===== config.mk =====
export PLATFORM = sky130hd
export DESIGN_NAME = port_out_uart_tx
export DESIGN_NICKNAME = d
export VERILOG_FILES = /design/src/rtl/port_out_uart_tx_pkg.sv /design/src/rtl/port_out_uart_tx_sync_fifo.sv /design/src/rtl/port_out_uart_tx.sv
export SDC_FILE = /design/constraint.sdc
export NUM_CORES = 1
export LEC_CHECK = 0
export CAP_MARGIN = 0
export CORE_ASPECT_RATIO = 0.9
export CORE_MARGIN = 1.5
export CORE_UTILIZATION = 49
export CTS_CLUSTER_DIAMETER = 120
export DETAILED_ROUTE_END_ITERATION = 7
export PLACE_DENSITY_LB_ADDON = 0.08
export SETUP_SLACK_MARGIN = 0.02
export SYNTH_ARGS = -nofsm -noshare
export SYNTH_HDL_FRONTEND = slang
export SYNTH_SLANG_ARGS = --single-unit

===== constraint.sdc =====
create_clock -name clk -period 1.81 [get_ports clk]
set_input_delay 0.2715 -clock clk [delete_from_list [all_inputs] [get_ports clk]]
set_output_delay 0.2715 -clock clk [all_outputs]
set_load 0.05 [all_outputs]

===== src/rtl/port_out_uart_tx_pkg.sv =====
// Shared definitions for the PortOut UART transmitter: FSM state encoding and frame constants.
package port_out_uart_tx_pkg;

  typedef enum logic [1:0] {
    IDLE  = 2'd0,
    START = 2'd1,
    DATA  = 2'd2,
    STOP  = 2'd3
  } uart_state_t;

  localparam int DATA_BITS = 8;
  localparam int STOP_BITS = 1;

endpackage


===== src/rtl/port_out_uart_tx_sync_fifo.sv =====
// Synchronous first-word-fall-through FIFO with registered full/empty/count flags.
module sync_fifo #(
  parameter int WIDTH = 8,
  parameter int DEPTH = 8
) (
  input  logic                     clk,
  input  logic                     reset,
  input  logic                     push,
  input  logic                     pop,
  input  logic [WIDTH-1:0]         din,
  output logic [WIDTH-1:0]         dout,
  output logic                     full,
  output logic                     empty,
  output logic [$clog2(DEPTH):0]   count
);

  localparam int AW = $clog2(DEPTH);

  logic [WIDTH-1:0] mem [DEPTH];
  logic [AW-1:0]    wr_ptr;
  logic [AW-1:0]    rd_ptr;
  logic [AW:0]      count_next;
  logic             do_push;
  logic             do_pop;

  // A push against a full FIFO is ignored even if a pop happens in the same cycle.
  assign do_push = push && !full;
  assign do_pop  = pop && !empty;
  assign dout    = mem[rd_ptr];

  always_comb begin
    count_next = count;
    if (do_push && !do_pop) begin
      count_next = count + 1'b1;
    end else if (do_pop && !do_push) begin
      count_next = count - 1'b1;
    end
  end

  always_ff @(posedge clk or negedge reset) begin
    if (!reset) begin
      wr_ptr <= '0;
      rd_ptr <= '0;
      count  <= '0;
      full   <= 1'b0;
      empty  <= 1'b1;
    end else begin
      if (do_push) wr_ptr <= wr_ptr + 1'b1;
      if (do_pop)  rd_ptr <= rd_ptr + 1'b1;
      count <= count_next;
      full  <= (count_next == (AW+1)'(DEPTH));
      empty <= (count_next == '0);
    end
  end

  // Storage needs no reset: a flushed FIFO never exposes stale entries.
  always_ff @(posedge clk) begin
    if (do_push) mem[wr_ptr] <= din;
  end

endmodule


===== src/rtl/port_out_uart_tx.sv =====
// Buffers bytes stored to the PortOut address and serializes them as back-to-back 8N1 UART frames.
module port_out_uart_tx
  import port_out_uart_tx_pkg::*;
#(
  parameter int CLKS_PER_BIT = 434,
  parameter int FIFO_DEPTH   = 8,
  parameter int ADDR_W       = 3
) (
  input  logic              clk,
  input  logic              reset,
  input  logic              WriteEnable,
  input  logic [7:0]        WriteData,
  input  logic              ClearOverflow,
  output logic              Tx,
  output logic              Busy,
  output logic              Full,
  output logic              Empty,
  output logic [ADDR_W:0]   Count,
  output logic              Overflow
);

  localparam int BAUD_W = $clog2(CLKS_PER_BIT);

  uart_state_t       state;
  uart_state_t       state_next;
  logic [BAUD_W-1:0] baud_cnt;
  logic [BAUD_W-1:0] baud_next;
  logic [2:0]        bit_idx;
  logic [2:0]        bit_next;
  logic [7:0]        shift_reg;
  logic [7:0]        shift_next;
  logic [7:0]        fifo_dout;
  logic              tx_next;
  logic              pop;
  logic              baud_done;

  sync_fifo #(
    .WIDTH (8),
    .DEPTH (FIFO_DEPTH)
  ) u_fifo (
    .clk   (clk),
    .reset (reset),
    .push  (WriteEnable),
    .pop   (pop),
    .din   (WriteData),
    .dout  (fifo_dout),
    .full  (Full),
    .empty (Empty),
    .count (Count)
  );

  assign baud_done = (baud_cnt == BAUD_W'(CLKS_PER_BIT - 1));

  // Tx is computed one cycle ahead so the line itself comes straight from a flop.
  always_comb begin
    state_next = state;
    baud_next  = baud_cnt;
    bit_next   = bit_idx;
    shift_next = shift_reg;
    tx_next    = Tx;
    pop        = 1'b0;
    if (state != IDLE) begin
      baud_next = baud_done ? '0 : baud_cnt + 1'b1;
    end
    case (state)
      IDLE: begin
        tx_next = 1'b1;
        if (!Empty) begin
          pop        = 1'b1;
          shift_next = fifo_dout;
          tx_next    = 1'b0;
          baud_next  = '0;
          state_next = START;
        end
      end
      START: begin
        if (baud_done) begin
          tx_next    = shift_reg[0];
          bit_next   = '0;
          state_next = DATA;
        end
      end
      DATA: begin
        if (baud_done) begin
          if (bit_idx == 3'(DATA_BITS - 1)) begin
            tx_next    = 1'b1;
            bit_next   = '0;
            state_next = STOP;
          end else begin
            bit_next   = bit_idx + 1'b1;
            shift_next = shift_reg >> 1;
            tx_next    = shift_reg[1];
          end
        end
      end
      STOP: begin
        if (baud_done) begin
          if (bit_idx == 3'(STOP_BITS - 1)) begin
            bit_next = '0;
            if (!Empty) begin
              pop        = 1'b1;
              shift_next = fifo_dout;
              tx_next    = 1'b0;
              state_next = START;
            end else begin
              state_next = IDLE;
            end
          end else begin
            bit_next = bit_idx + 1'b1;
          end
        end
      end
      default: state_next = IDLE;
    endcase
  end

  always_ff @(posedge clk or negedge reset) begin
    if (!reset) begin
      state     <= IDLE;
      baud_cnt  <= '0;
      bit_idx   <= '0;
      shift_reg <= '0;
      Tx        <= 1'b1;
      Busy      <= 1'b0;
    end else begin
      state     <= state_next;
      baud_cnt  <= baud_next;
      bit_idx   <= bit_next;
      shift_reg <= shift_next;
      Tx        <= tx_next;
      Busy      <= (state_next != IDLE);
    end
  end

  // A dropped write wins over a simultaneous clear so no loss goes unreported.
  always_ff @(posedge clk or negedge reset) begin
    if (!reset) begin
      Overflow <= 1'b0;
    end else if (WriteEnable && Full) begin
      Overflow <= 1'b1;
    end else if (ClearOverflow) begin
      Overflow <= 1'b0;
    end
  end

endmodule


==> flow_summary.toml, run 1 <==
[run_status]
status = "finished, violations left"
violated_checks = "setup timing"

[timing]
finClkSkew_ps = 19.10
slew_headroom = 0.6618
min_period_ps = 2041
worstMarginPinSlew_ps = 507.3
maxClockFrequency_mhz = 490.0
hold_violations = 0
finalCritPeriodShare = 1.128
finalSetupViolations = 6
timing.final.ws_setup_ps = -231.0
slew_violations = 0
grt_setup_unrepaired = "yes"
fin_worst_hold_slack_ps = 467.8

[drt]
wire_per_inst_um = 18.07
route.top_layer_used = "met4"
route.met2.wl_mm = 4.875
routed-wl-met3_um = 471
remaining_antenna_violation_count = 0
detail_route.vias_per_cell = 5.501
routed-via-count = 3152
route.layer.met1.wl_mm = 4.959
totalWireLength_mm = 10.35
drt_iter0_drc = 185
drt_drc_violations_left = 0
detailedRoute.firstPassIterationCount = 4

[power_and_ir_drop]
p_leak_nw = 2.423
p_per_area_nw_per_um2 = 1472
ir_drop_worst_case_vdd_uv = 902.2

[worst_setup_path]
timing_worst_setup_path_type = "flop to flop"
worst_setup_path_end_kind = "flop"
critical_path_arrival_ps = 2310
r2r_cells = 6
ff2ff_setup_slack_ps = -230
worstPathRequired_ps = 2080
timing.rr.start = "state[0]"
regToRegEndpoint = "u_fifo.empty"
crit_path_start_kind = "flop"
critical_path_peak_fanout = 5

[place]
detailed_place_hpwl_mm = 6.676
place_area_um2 = 5547
buffer_ports.inserted = 20
globalplace.congestion = 0.8267

[logic_synthesis]
postSynth.asyncResetShare = 0.3663
register_bit_total_from_synthesis = 101
yosys_warnings = 0
synth-edff-count = 64
synth.lib_cells_used.distinct = 57
syn-cell-area_um2 = 4673
synthesis.instances = 337
postSynthAreaPerCell_um2 = 13.87
synth.net_count = 363
primary_ff_master_synth = "sky130_fd_sc_hd__edfxtp_1"
synth_sequential_area_ratio = 0.6099

[die]
floorplan_die_width_um = 105.9
rows = 33
die_area_um2 = 10130
core_um2 = 9208
die_h_um = 95.65
floorplan.initialDensity = 0.5075
num_io_pins = 21

[global_route]
pin_count_of_the_biggest_net_entering_global_routing = 38
global_route.usage.total = 0.2122
grt_first_pass_wirelength_mm = 15.93
grt_overflow_total = 0
initial_antenna_violation_count = 0
grt_pass1_vias = 3107

[worst_hold_path]
hold-path-cell-count = 2
holdCritPathClass = "input pin to flop"
hold_path.startpoint = "ClearOverflow"
whs_endpoint = "Overflow"

[clock_network]
clkLatencyLatePin_ps = 360
cts_tree = "done"
clk_pin_slew_ps = 100
clock_tree.htree_level_count = 3
clockBufferDepth = 2
numCtsBuffers = 9
root_buffer = "sky130_fd_sc_hd__clkbuf_8"
tritoncts_num_sinks = 101

[finish]
largest_register_ffs = 64
nets = 472
layout-area-overhead-vs-synth_pct = 33.07
final_cell_area_um2 = 6218
final_layout_size_suffix_gt1_frac = 0.4457
antenna-diode-count = 0

[flow_run]
cap_viol_max_count = 0
[layer usage]
layer / up-vias / track usage
li1: 1498 / -
met4: 0 / 0.05743
met1: 1588 / 0.3142
met3: 2 / 0.03691
met5: - / 0
met2: 64 / 0.3258
[critical path, cell delays in order, from the launching register on]
cell	delay, ps
sky130_fd_sc_hd__dfrtp_2	470
sky130_fd_sc_hd__ha_4	200
sky130_fd_sc_hd__and4bb_2	260
sky130_fd_sc_hd__a31oi_4	330
sky130_fd_sc_hd__nor3_4	70
sky130_fd_sc_hd__or3_1	340
sky130_fd_sc_hd__a221oi_2	280
[per-stage QoR]
step | worst slack [ps] | setup TNS [ps] | utilization | total power [mW] | std cells
2_1_floorplan | -196.3 | -3243 | - | 5.711 | 337
3_3_place_gp | -213.1 | -3001 | 0.6024 | 7.019 | 539
3_5_place_dp | -269.1 | -4068 | 0.6024 | 7.081 | 539
4_1_cts | -194.8 | -420.7 | 0.6482 | 8.693 | 567
5_1_grt | -313.5 | -1548 | 0.6754 | 9.692 | 573
6_report | -231.0 | -591.3 | 0.6754 | 9.155 | 573
[layout make-up]
| class | count | area (um2) |
|---|---|---|
| fill | 683 | 2989 |
| sequential | 101 | 2854 |
| multi-input combinational | 213 | 2054 |
| timing repair buffer | 110 | 925.9 |
| tap | 122 | 152.6 |
| clock buffer | 9 | 123.9 |
| clock inverter | 7 | 58.81 |
| inverter | 11 | 48.80 |
[cells in the final DEF (no fill, tap or decap), drive strengths merged, types with 3 or more instances in the layout]
cell type and instances:
mux4 16, a21oi 12, clkinv 3, xnor2 4
nor2 25, inv 13, dfrtp 35, edfxtp 64
nand4bb 3, nand2b 5, a211oi 4, o21ai 22
or3 3, clkbuf 9, a21o 3, ha 14
mux2i 11, nand2 36, o31ai 5, buf 97
nand3 6, clkdlybuf4s50 10, nor3 9
[cells by family after synthesis]
logic type / Yosys count / share of synthesized area
simple gates: 101 / 0.1170
fa+ha+maj: 14 / 0.03748
xor+xnor: 6 / 0.01124
compound gates: 64 / 0.1001
mux: 28 / 0.1031
buf+inv: 23 / 0.02115
flops: 101 / 0.6099
[how the worst max path moves through the flow]
stage,start,depth (start not counted),endpoint,slack [ps]
6_report,state[0],6,u_fifo.empty,-230
3_5_place_dp,bit_idx[0],7,u_fifo.full,-270
3_3_place_gp,bit_idx[0],7,u_fifo.full,-210
5_1_grt,state[0],6,u_fifo.empty,-310
2_1_floorplan,u_fifo.empty,6,u_fifo.empty,-200
4_1_cts,bit_idx[1],7,u_fifo.full,-190
[synthesized netlist by cell type (5+ instances only)]
cell type                  count  share of area
sky130_fd_sc_hd__edfxtp_1     64           0.41
sky130_fd_sc_hd__nand2_1      36          0.029
sky130_fd_sc_hd__o21ai_0      22          0.024
sky130_fd_sc_hd__nand3_1       5         0.0054
sky130_fd_sc_hd__nor3_1        9         0.0096
sky130_fd_sc_hd__mux2i_1      11          0.024
sky130_fd_sc_hd__inv_1        11         0.0088
sky130_fd_sc_hd__mux4_2       16          0.077
sky130_fd_sc_hd__dfrtp_1      35           0.19
sky130_fd_sc_hd__nor2_1       24          0.019
sky130_fd_sc_hd__a21oi_1      11          0.012
sky130_fd_sc_hd__ha_1         14          0.037
sky130_fd_sc_hd__nand2b_1      5         0.0067
[power by group]
part / switching, mW / internal, mW
combinational: 2.28 / 2.19
clock: 0.818 / 0.520
sequential: 0.360 / 2.99
[what timing repair did]
| action | 4_1_cts | 5_1_grt |
|---|---|---|
| setup endpoints to repair | 21 | 23 |
| hold endpoints to repair | 35 | 0 |
| hold buffers | 1 | 0 |
| gates resized for setup | 42 | 57 |
| setup buffers | 10 | 10 |
| cloned | 1 | 0 |
| pin swaps | 19 | 24 |
(Power assumes the default switching activity.)
==> run 2: changes to the inputs <==
ABC_AREA = 1   (was not set)
==> run 2 against run 1 <==
The flow now finishes without violations; non-clock buffer count down 41; count of clock-buffer cells in the layout unchanged; critical path type unchanged; largest power group is now sequential cells; cell count up 9.4%; via count up 4.2%; flip-flop and latch count unchanged.
==> flow_summary.toml, run 2 <==
[place]
detailed_place_hpwl_mm = 6.663
place_area_um2 = 5140
globalplace.congestion = 0.8634
buffer_ports.inserted = 20

[die]
die_h_um = 94.88
die_area_um2 = 9970
core_um2 = 9125
num_io_pins = 21
floorplan.initialDensity = 0.5036
rows = 33
floorplan_die_width_um = 105.1

[drt]
totalWireLength_mm = 9.678
remaining_antenna_violation_count = 0
wire_per_inst_um = 15.44
detailedRoute.firstPassIterationCount = 5
drt_drc_violations_left = 0
drt_iter0_drc = 164
routed-via-count = 3284
detail_route.vias_per_cell = 5.238

[power_and_ir_drop]
ir_drop_worst_case_vdd_uv = 977.9
p_leak_nw = 2.233
p_per_area_nw_per_um2 = 1043
power_mw = 5.880

[finish]
finalCoreUtilization = 0.6176
antenna-diode-count = 0
final_common_cell = "sky130_fd_sc_hd__edfxtp_1"
layout-area-overhead-vs-synth_pct = 22.62
final_layout_size_suffix_gt1_frac = 0.2515
layout.cells.most_common_list = "sky130_fd_sc_hd__edfxtp_1, sky130_fd_sc_hd__nand2_1, sky130_fd_sc_hd__buf_4"
largest_register_ffs = 64
nets = 526
final_cell_area_um2 = 5635

[logic_synthesis]
primary_ff_master_synth = "sky130_fd_sc_hd__edfxtp_1"
synth-edff-count = 64
synth_sequential_area_ratio = 0.6202
syn-cell-area_um2 = 4596
postSynthAreaPerCell_um2 = 10.59
synth.net_count = 460
synth_top_cell_area_share = 0.4182
synth_area_leaders = "sky130_fd_sc_hd__edfxtp_1, sky130_fd_sc_hd__dfrtp_1, sky130_fd_sc_hd__nand2_1"
synth.cells.most_frequent = "sky130_fd_sc_hd__nand2_1, sky130_fd_sc_hd__edfxtp_1, sky130_fd_sc_hd__nor2_1"
register_bit_total_from_synthesis = 101
postSynth.asyncResetShare = 0.3663
synth.lib_cells_used.distinct = 40
post-synth-top-area-cell = "sky130_fd_sc_hd__edfxtp_1"
synthMostInstantiatedCell = "sky130_fd_sc_hd__nand2_1"
synthesis.instances = 434
yosys_warnings = 0

[worst_setup_path]
timing.rr.start = "bit_idx[1]"
r2r_cells = 14
crit_path_top_delay_cell = "sky130_fd_sc_hd__dfrtp_1"
critical_path.cell_chain = "inv_2, ha_4, nand2_4, nor2_4, buf_4, buf_4, buf_4, buf_4, buf_4, buf_4, nand2_4, nand2_2, a21oi_2, a31oi_1"
worstPathRequired_ps = 2090
crit_path_start_kind = "flop"
critical_path_arrival_ps = 2080
timing.critical_path.mode_cell = "sky130_fd_sc_hd__buf_4"
timing_worst_setup_path_type = "flop to flop"
worst_setup_path_end_kind = "flop"
ff2ff_setup_slack_ps = 10
critical_path_peak_fanout = 2
critPathMaxStageDelay_ps = 370
regToRegEndpoint = "Tx"

[global_route]
global_route.usage.total = 0.2095
pin_count_of_the_biggest_net_entering_global_routing = 33
initial_antenna_violation_count = 0
grt_first_pass_wirelength_mm = 15.89
grt_overflow_total = 0
grt_pass1_vias = 3185

[worst_hold_path]
holdCritPathClass = "input pin to async pin"

[timing]
finalCritPeriodShare = 0.9940
slew_headroom = 0.6676
hold_violations = 0
finalSetupViolations = 0
min_period_ps = 1799
maxClockFrequency_mhz = 555.8
fin_worst_hold_slack_ps = 396.8
worstMarginPinSlew_ps = 498.6
finClkSkew_ps = 10.53
grt_setup_unrepaired = "yes"
slew_violations = 0

[clock_network]
clock_tree.htree_level_count = 3
clk_pin_slew_ps = 100
root_buffer = "sky130_fd_sc_hd__clkbuf_8"
cts_tree = "done"
clockBufferDepth = 2
numCtsBuffers = 9
clkLatencyLatePin_ps = 370
tritoncts_num_sinks = 101

[flow_run]
cap_viol_max_count = 0

[run_status]
status = "finished, final reports clean"
## run 2: worst max path at each step
stage,start,endpoint,cells after the start
6_report,bit_idx[1],Tx,14
3_5_place_dp,WriteEnable,u_fifo.mem[2][3],7
4_1_cts,baud_cnt[1],u_fifo.full,12
2_1_floorplan,u_fifo.full,u_fifo.mem[0][0],4
5_1_grt,bit_idx[1],Tx,14
3_3_place_gp,WriteEnable,u_fifo.mem[2][5],7
## run 2: kinds of logic (layout without fill, tap and decap cells)
family	count (synthesis)	count (layout)	synth area share
DFF	101	101	0.6202
xor gates and xnor gates	12	12	0.02287
AOI/OAI and AO/OA	105	105	0.1250
and+or+nand+nor	152	152	0.1492
adders and majority gates	14	14	0.03812
buffers and inverters	50	121	0.04465
## run 2: layout make-up
cell class,count,area (um2)
Multi-Input combinational cell,283,1715
Tap cell,122,152.6
Sequential cell,101,2854
Fill cell,741,3490
Inverter,36,135.1
Clock buffer,9,123.9
Clock inverter,7,80.08
Timing Repair Buffer,69,574.3
## run 2: report_power, final
group / leakage [nW] / internal [mW] / switching (mW)
Clock: 0.103 / 0.662 / 0.815
Combinational: 1.10 / 0.574 / 0.858
Sequential: 1.03 / 2.78 / 0.190
## run 2: what timing repair did
item / CTS / global route
pin swaps: 5 / 20
buffers inserted: 11 / 4
endpoints found under the hold margin: 18 / 0
hold buffers: 1 / 0
gates resized for setup: 9 / 43
setup endpoints to repair: 11 / 14
## run 2: metrics by stage
step	setup TNS, ps	setup slack (ps)	instances
2_1_floorplan	-1515	-47.35	434
3_3_place_gp	-3551	-97.15	595
3_5_place_dp	-4753	-123.0	595
4_1_cts	0	9.393	623
5_1_grt	-231.4	-87.90	627
6_report	0	10.91	627
## run 2: routing by layer
layer  GRT usage  wire [um]  up-vias
met5           0          0        -
met4     0.05479         80        0
met3     0.04693        535        7
met2      0.3301       4447       85
met1      0.2960       4615     1566
li1            -          -     1626
## run 2: worst max-delay path, delay by kind of cell (launching register included)
kind | cells | cell delay [ps]
AO/OA/AOI/OAI | 2 | 170
AND/OR/NAND/NOR | 4 | 220
adder cells (fa/ha/maj) | 1 | 170
flip-flops | 1 | 370
buffers and inverters | 7 | 800
==> run 3: changes to the inputs <==
ABC_CLOCK_PERIOD_IN_PS = 1810   (was not set)
CAP_MARGIN = 20   (was 0)
==> results of run 3 <==
Final layout, timing and power as in run 2 (identical DEF).
